File: config.mk
export PLATFORM = sky130hd
export DESIGN_NAME = nl_sched
export DESIGN_NICKNAME = d
export VERILOG_FILES = /design/src/rtl/nl_sched.sv
export SDC_FILE = /design/constraint.sdc
export NUM_CORES = 1
export LEC_CHECK = 0
export BUFFER_PORTS_ARGS = -buffer_cell sky130_fd_sc_hd__buf_2
export CAP_MARGIN = 10
export CORE_AREA = 4 4 124 126
export DETAILED_ROUTE_END_ITERATION = 8
export DIE_AREA = 0 0 128 130
export GPL_TIMING_DRIVEN = 0
export PLACE_DENSITY_LB_ADDON = 0.05
export SYNTH_ARGS = -nofsm -noshare
export SYNTH_HDL_FRONTEND = slang
export SYNTH_SLANG_ARGS = --single-unit
File: constraint.sdc
create_clock -name clk -period 4.4 [get_ports clk]
set_input_delay 0.66 -clock clk [delete_from_list [all_inputs] [get_ports clk]]
set_output_delay 0.66 -clock clk [all_outputs]
set_load 0.05 [all_outputs]
File: src/rtl/nl_sched.sv
// Round-robin scheduler that shares one nonlinear unit among NUM_REQ requesters.
// Define NL_SCHED_PRIO0_EN to give requester 0 absolute priority in IDLE.
module nl_sched #(
  parameter int unsigned NUM_REQ = 4,
  parameter int unsigned CMD_W   = 60
) (
  input  logic                     clk,
  input  logic                     rst,
  input  logic [NUM_REQ-1:0]       req_valid,
  input  logic [NUM_REQ*CMD_W-1:0] req_cmd,
  output logic [NUM_REQ-1:0]       req_ready,
  output logic [NUM_REQ-1:0]       req_done,
  output logic [NUM_REQ-1:0]       req_err,
  output logic                     nl_valid,
  input  logic                     nl_ready,
  output logic [3:0]               nl_op,
  output logic [3:0]               nl_bubble,
  output logic [1:0]               nl_continuity,
  output logic [9:0]               nl_din_length,
  output logic [15:0]              nl_din_addr,
  output logic [3:0]               nl_win_length,
  output logic [5:0]               nl_win_addr,
  output logic [15:0]              nl_dout_addr,
  input  logic                     nl_done,
  output logic                     busy
);

  localparam int unsigned PTR_W = (NUM_REQ > 1) ? $clog2(NUM_REQ) : 1;

  typedef enum logic [1:0] {S_IDLE, S_ISSUE, S_BUSY} state_t;

  state_t                 r_state;
  logic [PTR_W-1:0]       r_rr_ptr;
  logic [PTR_W-1:0]       r_owner;
  logic [NUM_REQ-1:0]     r_req_ready;
  logic [NUM_REQ-1:0]     r_req_done;
  logic [NUM_REQ-1:0]     r_req_err;
  logic                   r_nl_valid;
  logic                   r_busy;
  logic [3:0]             r_op;
  logic [3:0]             r_bubble;
  logic [1:0]             r_continuity;
  logic [9:0]             r_din_length;
  logic [15:0]            r_din_addr;
  logic [3:0]             r_win_length;
  logic [5:0]             r_win_addr;
  logic [15:0]            r_dout_addr;

  logic [CMD_W-1:0]       w_cmd_arr [NUM_REQ];
  logic [CMD_W-1:0]       w_cmd;
  logic                   w_gnt_any;
  logic [PTR_W-1:0]       w_gnt_idx;
  logic [PTR_W-1:0]       w_gnt_next;
  logic [PTR_W-1:0]       w_owner_next;
  logic [NUM_REQ-1:0]     w_gnt_oh;
  logic [NUM_REQ-1:0]     w_owner_oh;
  logic                   w_illegal;
  logic                   w_can_grant;
  logic                   w_prio_grant;
  logic                   w_owner_prio;
  int unsigned            w_scan;

  for (genvar i = 0; i < NUM_REQ; i++) begin : g_slice
    assign w_cmd_arr[i] = req_cmd[i*CMD_W +: CMD_W];
  end

  // First valid requester at or after rr_ptr, wrapping modulo NUM_REQ.
  always_comb begin
    w_gnt_any    = 1'b0;
    w_gnt_idx    = '0;
    w_scan       = 0;
    w_prio_grant = 1'b0;
    for (int unsigned k = 0; k < NUM_REQ; k++) begin
      w_scan = (32'(r_rr_ptr) + k) % NUM_REQ;
      if (!w_gnt_any && req_valid[PTR_W'(w_scan)]) begin
        w_gnt_any = 1'b1;
        w_gnt_idx = PTR_W'(w_scan);
      end
    end
`ifdef NL_SCHED_PRIO0_EN
    if (req_valid[0]) begin
      w_gnt_any    = 1'b1;
      w_gnt_idx    = '0;
      w_prio_grant = 1'b1;
    end
`endif
  end

`ifdef NL_SCHED_PRIO0_EN
  assign w_owner_prio = (r_owner == '0);
`else
  assign w_owner_prio = 1'b0;
`endif

  assign w_cmd        = w_cmd_arr[w_gnt_idx];
  assign w_illegal    = (w_cmd[59:56] > 4'd5);
  assign w_gnt_oh     = NUM_REQ'(1) << w_gnt_idx;
  assign w_owner_oh   = NUM_REQ'(1) << r_owner;
  assign w_gnt_next   = (w_gnt_idx == PTR_W'(NUM_REQ-1)) ? '0 : w_gnt_idx + PTR_W'(1);
  assign w_owner_next = (r_owner == PTR_W'(NUM_REQ-1)) ? '0 : r_owner + PTR_W'(1);
  // Hold off one cycle after any accept/done pulse so a requester can drop its valid.
  assign w_can_grant  = w_gnt_any && (r_req_ready == '0) && (r_req_done == '0);

  always_ff @(posedge clk or negedge rst) begin
    if (!rst) begin
      r_state      <= S_IDLE;
      r_rr_ptr     <= '0;
      r_owner      <= '0;
      r_req_ready  <= '0;
      r_req_done   <= '0;
      r_req_err    <= '0;
      r_nl_valid   <= 1'b0;
      r_busy       <= 1'b0;
      r_op         <= '0;
      r_bubble     <= '0;
      r_continuity <= '0;
      r_din_length <= '0;
      r_din_addr   <= '0;
      r_win_length <= '0;
      r_win_addr   <= '0;
      r_dout_addr  <= '0;
    end else begin
      r_req_ready <= '0;
      r_req_done  <= '0;
      r_req_err   <= '0;
      case (r_state)
        S_IDLE: begin
          if (w_can_grant) begin
            r_req_ready <= w_gnt_oh;
            if (w_illegal) begin
              r_req_err <= w_gnt_oh;
              if (!w_prio_grant) r_rr_ptr <= w_gnt_next;
            end else begin
              r_owner      <= w_gnt_idx;
              r_op         <= w_cmd[59:56];
              r_bubble     <= w_cmd[55:52];
              r_continuity <= w_cmd[51:50];
              r_din_length <= w_cmd[49:40];
              r_din_addr   <= w_cmd[39:24];
              r_win_length <= w_cmd[23:20];
              r_win_addr   <= w_cmd[19:14];
              r_dout_addr  <= {2'b00, w_cmd[13:0]};
              r_nl_valid   <= 1'b1;
              r_busy       <= 1'b1;
              r_state      <= S_ISSUE;
            end
          end
        end
        S_ISSUE: begin
          if (nl_ready) begin
            r_nl_valid <= 1'b0;
            r_state    <= S_BUSY;
          end
        end
        S_BUSY: begin
          if (nl_done) begin
            r_req_done <= w_owner_oh;
            if (!w_owner_prio) r_rr_ptr <= w_owner_next;
            r_busy     <= 1'b0;
            r_state    <= S_IDLE;
          end
        end
        default: begin
          r_nl_valid <= 1'b0;
          r_busy     <= 1'b0;
          r_state    <= S_IDLE;
        end
      endcase
    end
  end

  assign req_ready     = r_req_ready;
  assign req_done      = r_req_done;
  assign req_err       = r_req_err;
  assign nl_valid      = r_nl_valid;
  assign busy          = r_busy;
  assign nl_op         = r_op;
  assign nl_bubble     = r_bubble;
  assign nl_continuity = r_continuity;
  assign nl_din_length = r_din_length;
  assign nl_din_addr   = r_din_addr;
  assign nl_win_length = r_win_length;
  assign nl_win_addr   = r_win_addr;
  assign nl_dout_addr  = r_dout_addr;

endmodule

# ---- Yosys cells after proc, flatten, opt, wreduce, memory -nomap -nowiden
# Index checks and enable logic that the tools add are counted.
dict set report op_classes {
  add_sub_neg 5
  mul 0
  div_mod_pow 0
  order_cmp 6
  n_eq_ne 9
  n_shift 2
  n_mux 43
  bitwise_logic 4
  reduce_logical 17
}
# operator count
set ops {}
lappend ops {{60-bit binary-select mux with 2-bit select} 1}
lappend ops {{60-bit two-way mux} 2}
lappend ops {{4-bit two-way mux} 7}
lappend ops {{2-bit two-way mux} 13}
lappend ops {{4-bit AND reduction} 4}
lappend ops {{2-bit by 3-bit less-than comparator with 1-bit output, second input constant} 4}
lappend ops {{1-bit two-way mux} 12}
lappend ops {{2-bit inequality test, second input constant} 5}
lappend ops {{1-bit binary-select mux with 2-bit select} 4}
lappend ops {{4-bit logical NOT} 2}
lappend ops {{1-bit by 2-bit left shift with 4-bit output, first input constant} 2}
lappend ops {{2-bit by 1-bit adder with 2-bit output, second input constant} 3}
lappend ops {{2-bit == test, second input constant} 3}
lappend ops {{1-bit one-hot mux with 3 select lines} 2}
lappend ops {{2-bit one-hot mux with 3 select lines} 1}
lappend ops {{1-bit logical AND} 5}
lappend ops {{2-bit adder, second input constant} 2}
lappend ops {{4-bit by 3-bit > comparator with 1-bit output, second input constant} 1}
lappend ops {{2-bit one-hot mux with 2 select lines} 1}
lappend ops {{3-bit >= comparator, second input constant} 1}
lappend ops {{1-bit logical NOT} 3}
lappend ops {{1-bit inverter} 3}
lappend ops {{2-bit inverter with 3-bit output} 1}
lappend ops {{3-bit AND reduction} 1}
lappend ops {{3 further kinds} 3}
dict set report totals {
  regBits 80
  latchBits 0
  mem_bits_rw 0
  romBits 0
  input_bits 248
  out_inout_bits 76
  wordCells 102
  memories 0
}

# ---- Logic depth before layout (Yosys ltp)
dict set report logic_depth {
  word_depth 20
  ltp_mapped 10
  depth_no_buf 8
}

# ---- Worst setup path before layout
# No wires, ideal clock.
dict set report synth_timing {
  path_type {input-to-reg}
  from {in req_valid[0]}
  to {reg r_rr_ptr[1]}
  setup_time_ns 0.127
  arrival_time_ns 2.654
  required_ns 4.273
  slack_ns 1.619
  cell_stages 8
  path_buffers 2
  cell_sequence {and2_1 > o211a_4 > nor2_8 > clkbuf_1 > clkbuf_1 > ha_1 > mux2_2 > mux2_1}
}
dict set report synth_between {
  elab_chain_cells 19
  word_cells_on_any_way 38
  cone_classes {1 x add/sub; 1 x order compare; 3 x eq/ne; 23 x mux; 1 x bitwise; 9 x reduce/logical}
}
# element line_no
set synth_rtl {}
lappend synth_rtl {{from (decl)} 9} ;# input logic [NUM_REQ-1:0] req_valid,
lappend synth_rtl {{1-bit binary-select mux with 2-bit select} 75} ;# if (!w_gnt_any && req_valid[PTR_W'(w_scan)]) begin
lappend synth_rtl {{1-bit two-way mux (implied by the code)} 75}
lappend synth_rtl {{1-bit two-way mux} 75}
lappend synth_rtl {{1-bit logical NOT} 75}
lappend synth_rtl {{1-bit logical AND} 75}
lappend synth_rtl {{1-bit two-way mux} 75}
lappend synth_rtl {{1-bit logical NOT} 75}
lappend synth_rtl {{1-bit logical AND} 75}
lappend synth_rtl {{[... 3 more ...]} --}
lappend synth_rtl {{2-bit two-way mux (*)} 75}
lappend synth_rtl {{net w_gnt_idx[1]} 52} ;# logic [PTR_W-1:0] w_gnt_idx;
lappend synth_rtl {{2-bit inverter with 3-bit output (implied by the code)} 95} ;# assign w_cmd = w_cmd_arr[w_gnt_idx];
lappend synth_rtl {{60-bit binary-select mux with 2-bit select} 95}
lappend synth_rtl {{60-bit two-way mux (implied by the code) (2 in series)} 95}
lappend synth_rtl {{4-bit by 3-bit > comparator with 1-bit output} 96} ;# assign w_illegal = (w_cmd[59:56] > 4'd5);
lappend synth_rtl {{2-bit inequality test (no line)} --}
lappend synth_rtl {{4-bit AND reduction (no line)} --}
lappend synth_rtl {{to (signal assigned)} 132} ;# if (!w_prio_grant) r_rr_ptr <= w_gnt_next;
lappend synth_rtl {{to (signal assigned)} 158} ;# if (!w_owner_prio) r_rr_ptr <= w_owner_next;
lappend synth_rtl {{to (decl)} 33} ;# logic [PTR_W-1:0] r_rr_ptr;
# The timed path passes the listed nets; every way through them passes the cells marked *. The select of a mux whose other input is x is not followed.
# A chain may end at the register's enable or synchronous reset.

# ---- Worst setup path after layout
dict set report layout_timing {
  from {reg r_rr_ptr[1]}
  to {reg r_rr_ptr[1]}
}
dict set report layout_between {
  elab_chain_cells 19
  word_cells_on_any_way 41
  cone_classes {4 x add/sub; 1 x order compare; 3 x eq/ne; 23 x mux; 1 x bitwise; 9 x reduce/logical}
}
# element line_no
set layout_rtl {}
lappend layout_rtl {{parallel branches: the longest is 11 deep, another holds 2-bit by 1-bit adder with 2-bit output} --}
lappend layout_rtl {{2-bit two-way mux (*)} 75}
lappend layout_rtl {{net w_gnt_idx[1]} 52}
lappend layout_rtl {{2-bit inverter with 3-bit output (implied by the code)} 95}
lappend layout_rtl {{60-bit binary-select mux with 2-bit select} 95}
lappend layout_rtl {{60-bit two-way mux (implied by the code) (2 in series)} 95}
lappend layout_rtl {{4-bit by 3-bit > comparator with 1-bit output} 96}
lappend layout_rtl {{2-bit inequality test (no line)} --}
lappend layout_rtl {{4-bit AND reduction (no line)} --}
# Mark *: on every way through the listed nets, which the timed path passes. The select of a mux whose other input is x is not followed.

==> impl_metrics.ini <==
[outcome]
status = finished, final reports clean

[timing]
finalCritPeriodShare_pct = 71.75
hold_viol = 0
slew_headroom_pct = 55.78
setup_viol = 0
fin_tns_setup_ps = 0
max_freq_mhz = 316.7
rsz0062_at_grt = false
worstMarginPinSlew_ps = 663.3
whs_ps = 183.5
finalClockSkew_ps = 10.46
fin_crit_ps = 3157
drv_slew = 0

[setup_path]
crit_path_max_fanout = 11
cpPeakStageDelay_ps = 460
cp_num_buf_inv = 2
cp-end-kind = flip-flop
worst_path_most_repeated_cell = clkbuf_1
critical_path.cell_chain = and2_1 > o211a_4 > nor2_8 > clkbuf_1 > clkbuf_1 > ha_1 > mux2_2 > mux2_1
crit_family = buffers and inverters
cp.required_ps = 4630
arrival_ps = 3390
setup.worst_path.start_class = flip-flop
worst_path_max_delay_cell = clkbuf_1
critical_path_class = flip-flop to flip-flop
r2r_setup_slack_ps = 1240

[drt]
drc = 0
dr.pass1.iters = 4
drtIter0Drc = 242
wl_um = 20270
vias = 5770
wl_per_cell_um = 17.67
ant_nets = 0
viasPerCell = 5.031

[pwr]
seqPwrFrac_pct = 20.9
internal_power_mw = 2.967
p_per_area_nw_per_um2 = 828.2
power.leakage_nw = 4.034
ir_drop_uv = 348.6
sw_frac_of_total_pct = 51.73
p_clk_share_pct = 11.9
power_frac_comb_pct = 67.2
p_switching_mw = 3.180

[floorplanning]
start_util_pct = 36.69
rows = 44
die_h_um = 130
die_x_um = 128
core_um2 = 14310
die_area_um2 = 16640
io_pins = 324

[cts]
cts_root_buffer = clkbuf_16
path_clk_slew_ps = 70
holdBufCountCts = 0
insertion_delay_ps = 350
post_cts_buffers = 0
htreeDepth = 3
cts_buffer_depth = 2
cts.sinks = 80
cts_resized = 0
cts_tree = done
cts_inserted_buffers = 9

[yosys]
netlist.area_leader.share_pct = 38.12
ys_seq_elements = 80
synthCells = 620
synth_edf_count = 0
yosysWarnings = 0
yosysMostFrequentCell = nand2_1
synth_cell_type_count = 39
synth_top_cell_by_area = dfrtp_1
ys_seq_area_share_pct = 38.12
synthTopCellsByCount = nand2_1, dfrtp_1, and3_1
synthTopCellsByArea = dfrtp_1, nand2_1, mux2_4, and3_1, a31oi_1
syn_area_um2 = 5251
synthArstFlopShare_pct = 100.0
synth_ff_type = dfrtp_1
synth.avg_cell_area_um2 = 8.470

[placement]
portBuffers = 321
place_hpwl_um = 15830
place.gp.congestion = 0.8870

[finish]
drive_above_1_share_pct = 41.19
syn_to_final_growth_pct = 41.32
nFillCells = 1486
nets = 1210

[job]
maxCapViolCount = 0

[grt]
grt_pass1_wl_um = 30500
grt_pass1_vias = 5614
overflow = 0
antenna_found_initial = 5
track_usage_pct = 23.55
grt_max_degree = 64

[min_path]
hp-class = input pin to async pin
## logic make-up (layout without fill, tap and decap cells)
| group | Yosys count | in the layout | synth area share (%) |
|---|---|---|---|
| adders and majority gates | 8 | 8 | 1.906 |
| buffers and inverters | 57 | 395 | 5.099 |
| DFF | 80 | 80 | 38.12 |
| AOI/OAI and AO/OA | 76 | 76 | 9.436 |
| other | 1 | 6 | 0.07141 |
| and+or+nand+nor | 331 | 331 | 28.28 |
| muxes | 67 | 67 | 17.08 |
## metrics by stage
step                area [µm²]  util, %  instances  worst slack (ps)  power, mW
floorplan                 5255        -        621              1619      4.358
global placement          7092    49.55       1126             918.6      5.436
detailed placement        7122    49.76       1127             900.7      5.441
CTS                       7411    51.77       1143              1179      6.205
global route              7418    51.83       1146              1037      6.546
finish                    7421    51.84       1147              1243      6.146
## layout make-up
cell class / count / area (µm²) / share of cell area, %
well taps: 184 / 230.2 / 3.102
inverters: 11 / 41.29 / 0.5564
multi-input cells: 484 / 2985 / 40.23
clock buffers: 10 / 239.0 / 3.220
flip-flops and latches: 80 / 2002 / 26.98
plain buffers: 46 / 226.5 / 3.052
clock inverters: 6 / 50.05 / 0.6744
diodes: 4 / 10.01 / 0.1349
repair buffers: 322 / 1637 / 22.05
## registers in the layout, indices dropped and copies added, names as in the netlist
| signal | count |
|---|---|
| req_err | 4 |
| nl_bubble | 4 |
| req_ready | 4 |
| busy | 1 |
| r_owner | 2 |
| nl_dout_addr | 14 |
| r_rr_ptr | 2 |
| req_done | 4 |
| nl_win_addr | 6 |
| nl_continuity | 2 |
| nl_din_length | 10 |
| nl_op | 4 |
| r_state | 2 |
| nl_din_addr | 16 |
| nl_valid | 1 |
| nl_win_length | 4 |
## routing by layer
layer / track usage [%] / up-vias / share of wire [%] / routed length (µm)
li1: - / 2784 / - / -
met1: 29.79 / 2707 / 42 / 8479
met2: 39.86 / 240 / 48 / 9810
met3: 5.649 / 35 / 7.6 / 1539
met4: 7.615 / 4 / 2.1 / 417
met5: 0 / - / 0.11 / 22
## power by group through the flow
stage / combinational (mW) / clock [mW] / sequential (mW)
5_1_grt: 4.43 / 0.784 / 1.33
3_5_place_dp: 4.15 / 0 / 1.29
6_report: 4.13 / 0.732 / 1.28
3_3_place_gp: 4.15 / 0 / 1.28
2_1_floorplan: 1.95 / 0 / 2.41
4_1_cts: 4.17 / 0.754 / 1.29
## cell usage in the layout (no fill, tap or decap), drive strengths merged, types with 2 or more instances in the layout
master,n
buf,338
nand2,232
dfrtp,80
and3,62
mux2,61
a31oi,57
clkbuf,40
inv,13
nand3,11
and2,9
o21ai,8
ha,8
nor2,7
mux2i,6
diode,4
nand2b,3
a21o,3
conb,2
clkinvlp,2
clkinv,2
o211a,2
nor3,2
## worst paths after layout
kind	depth (start not counted)	startpoint	to
min	1	rst	nl_din_addr[12]
max in group asynchronous	2	rst	req_err[1]
min in group clk	1	busy	busy
max reg2reg	8	r_rr_ptr[1]	r_rr_ptr[1]
max	8	r_rr_ptr[1]	r_rr_ptr[1]
min reg2reg	1	busy	busy
(Power assumes the default switching activity.)
